==> config.mk <==
export PLATFORM = sky130hd
export DESIGN_NAME = dcache_flush_arbiter
export DESIGN_NICKNAME = d
export VERILOG_FILES = /design/src/rtl/dcache_flush_arbiter.sv
export SDC_FILE = /design/constraint.sdc
export NUM_CORES = 1
export LEC_CHECK = 0
export ABC_AREA = 1
export CORE_MARGIN = 3
export CORE_UTILIZATION = 45
export CTS_CLUSTER_DIAMETER = 50
export CTS_CLUSTER_SIZE = 24
export DETAILED_ROUTE_END_ITERATION = 16
export PLACE_DENSITY_LB_ADDON = 0.25
export SLEW_MARGIN = 10
export SYNTH_ARGS = -nofsm -noshare
export SYNTH_HDL_FRONTEND = slang
export SYNTH_SLANG_ARGS = --single-unit
==> constraint.sdc <==
create_clock -name clk_i -period 4 [get_ports clk_i]
set_input_delay 0.6 -clock clk_i [delete_from_list [all_inputs] [get_ports clk_i]]
set_output_delay 0.6 -clock clk_i [all_outputs]
set_load 0.03 [all_outputs]
==> src/rtl/dcache_flush_arbiter.sv <==
// Round-robin arbiter that coalesces fence-style flush requests into a single dcache flush.
// Optional watchdog: define FLUSH_ARB_TIMEOUT_EN to compile it in.
module dcache_flush_arbiter #(
  parameter int NrReq         = 3,
  parameter int TimeoutCycles = 1024,
  localparam int GW           = (NrReq > 1) ? $clog2(NrReq) : 1
) (
  input  logic             clk_i,
  input  logic             rst_ni,
  input  logic [NrReq-1:0] req_i,
  output logic [NrReq-1:0] ack_o,
  output logic             flush_dcache_o,
  input  logic             flush_dcache_ack_i,
  input  logic             cache_busy_i,
  output logic             busy_o,
  output logic [GW-1:0]    grant_id_o,
  output logic             timeout_o
);

  typedef enum logic [1:0] {IDLE, FLUSH, DONE} state_e;

  state_e           r_state;
  logic [GW-1:0]    r_rr_ptr;
  logic [NrReq-1:0] r_snap;
  logic [GW-1:0]    w_pick;
  logic [GW-1:0]    w_ptr_next;
  logic             w_expire;
  int               w_idx;

  if (NrReq < 1 || NrReq > 8 || TimeoutCycles < 2 || TimeoutCycles > 65535) begin : g_param_err
    $error("dcache_flush_arbiter: parameter out of range");
  end

  // Scan downward so the set bit closest to r_rr_ptr (wrapping upward) is the last to win.
  always_comb begin
    w_pick = r_rr_ptr;
    w_idx  = 0;
    for (int k = NrReq - 1; k >= 0; k--) begin
      w_idx = int'(r_rr_ptr) + k;
      if (w_idx >= NrReq) w_idx = w_idx - NrReq;
      if (req_i[GW'(w_idx)]) w_pick = GW'(w_idx);
    end
  end

  assign w_ptr_next = (grant_id_o == GW'(NrReq - 1)) ? '0 : grant_id_o + GW'(1);

`ifdef FLUSH_ARB_TIMEOUT_EN
  logic [15:0] r_wd;
  assign w_expire = (r_wd == 16'(TimeoutCycles - 1));
`else
  assign w_expire = 1'b0;
`endif

  always_ff @(posedge clk_i or negedge rst_ni) begin
    if (!rst_ni) begin
      r_state        <= IDLE;
      r_rr_ptr       <= '0;
      r_snap         <= '0;
      flush_dcache_o <= 1'b0;
      ack_o          <= '0;
      busy_o         <= 1'b0;
      grant_id_o     <= '0;
      timeout_o      <= 1'b0;
`ifdef FLUSH_ARB_TIMEOUT_EN
      r_wd           <= '0;
`endif
    end else begin
      ack_o     <= '0;
      timeout_o <= 1'b0;
      unique case (r_state)
        IDLE: begin
          if (|req_i && !cache_busy_i) begin
            r_state        <= FLUSH;
            r_snap         <= req_i;
            grant_id_o     <= w_pick;
            flush_dcache_o <= 1'b1;
            busy_o         <= 1'b1;
`ifdef FLUSH_ARB_TIMEOUT_EN
            r_wd           <= '0;
`endif
          end
        end
        FLUSH: begin
          // A dcache ack in the expiry cycle wins, so no timeout is flagged then.
          if (flush_dcache_ack_i || w_expire) begin
            r_state        <= DONE;
            flush_dcache_o <= 1'b0;
            ack_o          <= r_snap;
            timeout_o      <= w_expire && !flush_dcache_ack_i;
          end
`ifdef FLUSH_ARB_TIMEOUT_EN
          else begin
            r_wd <= r_wd + 16'd1;
          end
`endif
        end
        DONE: begin
          r_state  <= IDLE;
          busy_o   <= 1'b0;
          r_rr_ptr <= w_ptr_next;
        end
        default: r_state <= IDLE;
      endcase
    end
  end

endmodule

==> impl_metrics.sql <==
INSERT INTO impl_metrics (metric_group, metric, value, unit) VALUES
('critical_path', 'crit_family', 'buffers and inverters', ''),
('sta', 'tns', '0', 'ns'),
('critical_path', 'r2r_start', 'r_rr_ptr[0]', ''),
('sta', 'relSlewSlack', '59.49', '%'),
('min_path', 'whs_endpoint', 'flush_dcache_o', ''),
('critical_path', 'cp.required', '3.40', 'ns'),
('job', 'max_cap_violations', '0', ''),
('floorplanning', 'core', '1541', 'um^2'),
('final_layout', 'most_frequent_standard_cell_in_the_layout_excluding_fill_and_tap_cells', 'nand2_1', ''),
('yosys', 'synth_compound_gate_area_share', '11.42', '%'),
('cts', 'cts.repair.resized', '0', ''),
('critical_path', 'worstPathMaxFanout', '4', ''),
('min_path', 'hold-path-cell-count', '2', ''),
('yosys', 'synth_seq_area_share', '46.36', '%'),
('yosys', 'yosys.cell_types.count', '20', ''),
('routing', 'detailedRoute.firstIterationViolations', '16', ''),
('routing', 'remaining_drc_errors', '0', ''),
('cts', 'htree_levels', '1', ''),
('critical_path', 'cp_cell_sequence', 'clkdlybuf4s50_1', ''),
('sta', 'fmax', '514.1', 'MHz'),
('final_layout', 'finish.utilization', '59.01', '%'),
('cts', 'clkLatencyLatePin', '0.27', 'ns'),
('pwr', 'power_leakage', '0.4642', 'nW'),
('cts', 'tritoncts', 'done', ''),
('yosys', 'synth_seq_cells', '14', ''),
('floorplanning', 'core.rowCount', '14', ''),
('min_path', 'hold_path_startpoint', 'flush_dcache_o', ''),
('sta', 'period_needed', '1.945', 'ns'),
('critical_path', 'criticalPathCategory', 'flop to output port', ''),
('critical_path', 'critPathLaunchType', 'flop', ''),
('global_routing', 'grt_antenna_before_repair', '0', ''),
('cts', 'cts_inserted_buffers', '3', ''),
('sta', 'final-max-slew-violation-count', '0', ''),
('sta', 'worst-slew-pin-transition', '0.6058', 'ns'),
('floorplanning', 'die-area', '2207', 'um^2'),
('yosys', 'netlist_area_before_placement', '755.7', 'um^2'),
('pwr', 'p_per_area', '692.1', 'nW/um^2'),
('cts', 'holdBufCountCts', '0', ''),
('yosys', 'synthesized_area_fraction_occupied_by_and_or_nand_nor_cells', '24.83', '%'),
('placed_design', 'dp_hpwl', '1086', 'um'),
('floorplanning', 'die_h', '46.98', 'um'),
('critical_path', 'worstSetupEndpointType', 'output port', ''),
('routing', 'dr.pass1.iters', '4', ''),
('yosys', 'synth.mux.area_fraction', '0', '%'),
('placed_design', 'placement.io_buffers', '13', ''),
('final_layout', 'areaGrowthSynthToFinish', '20.36', '%'),
('cts', 'root_buffer', 'clkbuf_4', ''),
('yosys', 'synth.yosys.warnings', '0', ''),
('cts', 'max-clock-path-buffers', '2', ''),
('routing', 'vias_per_cell', '5.016', ''),
('critical_path', 'timing.critical_path.slowest_cell_delay', '0.69', 'ns'),
('floorplanning', 'die_x', '46.98', 'um'),
('sta', 'hold_ws', '0.4849', 'ns'),
('final_layout', 'final_cell_mix', 'nand2_1, inv_1, dfrtp_1', ''),
('cts', 'path_clk_slew', '0.07', 'ns'),
('min_path', 'min-delay-path-class', 'flop to flop', ''),
('routing', 'detail_route.wl_per_cell', '10.85', 'um'),
('yosys', 'synth_top_family_by_area', 'simple AND/OR/NAND/NOR gates', ''),
('outcome', 'run_status', 'complete, no violations', ''),
('placed_design', 'place.gp.congestion', '0.7757', ''),
('yosys', 'net_count_of_the_mapped_netlist', '109', ''),
('cts', 'cts.repair_timing.setup_buffer_count', '0', ''),
('pwr', 'vdd_ir_drop_max', '0.2737', 'mV'),
('routing', 'wirelength', '1400', 'um'),
('global_routing', 'grt_ovf', '0', ''),
('critical_path', 'timing.reg2reg.worst_path_depth', '10', ''),
('global_routing', 'global_route.usage.total', '14.97', '%'),
('final_layout', 'antenna_cells_inserted', '0', ''),
('yosys', 'synthesis.area_per_instance', '7.634', 'um^2'),
('sta', 'report.final.setup_viol', '0', ''),
('critical_path', 'crit-reg2reg-capture', 'grant_id_o[1]', '');
## power by group
part           switching, W  internal [W]
Clock             0.0000389     0.0000348
Sequential        0.0000332      0.000188
Combinational      0.000206      0.000129
Total              0.000278      0.000351
## how the worst max path moves through the flow
| stage | startpoint | to | cells after the start |
|---|---|---|---|
| 3_3_place_gp | req_i[1] | grant_id_o[0] | 6 |
| 3_5_place_dp | req_i[1] | grant_id_o[0] | 6 |
| 2_1_floorplan | r_rr_ptr[0] | grant_id_o[0] | 10 |
| 5_1_grt | grant_id_o[0] | grant_id_o[0] | 1 |
| 6_report | grant_id_o[0] | grant_id_o[0] | 1 |
| 4_1_cts | grant_id_o[0] | grant_id_o[0] | 1 |
## kinds of logic after synthesis
kind of cell,count (synthesis)
AND/OR/NAND/NOR,45
buffers and inverters,21
AO/OA/AOI/OAI,15
flip-flops,14
adder cells (fa/ha/maj),3
other,1
## cell usage after synthesis
cell type	number	area (um^2)
nand3b_1	1	7.510
inv_1	16	60.06
o31ai_1	1	7.510
nor2_1	11	41.29
nand2_2	1	6.260
nand3_1	7	35.03
o21ai_1	4	20.02
nor3_1	1	5.000
o21ai_0	4	20.02
buf_6	1	11.26
a21oi_2	2	17.52
conb_1	1	3.750
buf_4	1	7.510
nand2_1	23	86.33
nor2_2	1	6.260
a31oi_1	1	6.260
dfrtp_1	14	350.3
a21oi_1	3	15.01
inv_2	3	11.26
ha_1	3	37.54
## metal layers
layer | part of all wire, % | vias to the layer above | GRT usage (%) | wire (um)
met3 | 6.8 | 0 | 4.598 | 95
met5 | 0 | - | 0 | 0
met4 | 0 | 0 | 4.972 | 0
li1 | - | 331 | - | -
met1 | 49 | 297 | 19.53 | 682
met2 | 44 | 19 | 23.58 | 622
## layout make-up
cell class	count	area [um^2]	area share, %
sequential	14	350.3	38.51
multi-input combinational	64	315.3	34.66
timing repair buffer	13	130.1	14.31
clock buffer	3	22.52	2.476
tap	16	20.02	2.201
inverter	19	71.32	7.840
## per-stage QoR
step           area (um^2)  power (W)  cells  setup WS (ns)
6_report             909.6  0.0006296    129          2.055
3_3_place_gp         887.1  0.0005485    126          2.058
2_1_floorplan        755.7  0.0004606     99          2.632
5_1_grt              909.6  0.0006880    129          1.974
3_5_place_dp         887.1  0.0005548    126          1.992
4_1_cts              909.6  0.0006317    129          2.039
## state kept, by name (all words and copies together), names as in the netlist
name	count
r_state	2
ack_o	3
r_snap	3
r_rr_ptr	2
flush_dcache_o	1
busy_o	1
grant_id_o	2
Note: power is estimated with default switching activity, not from simulation.
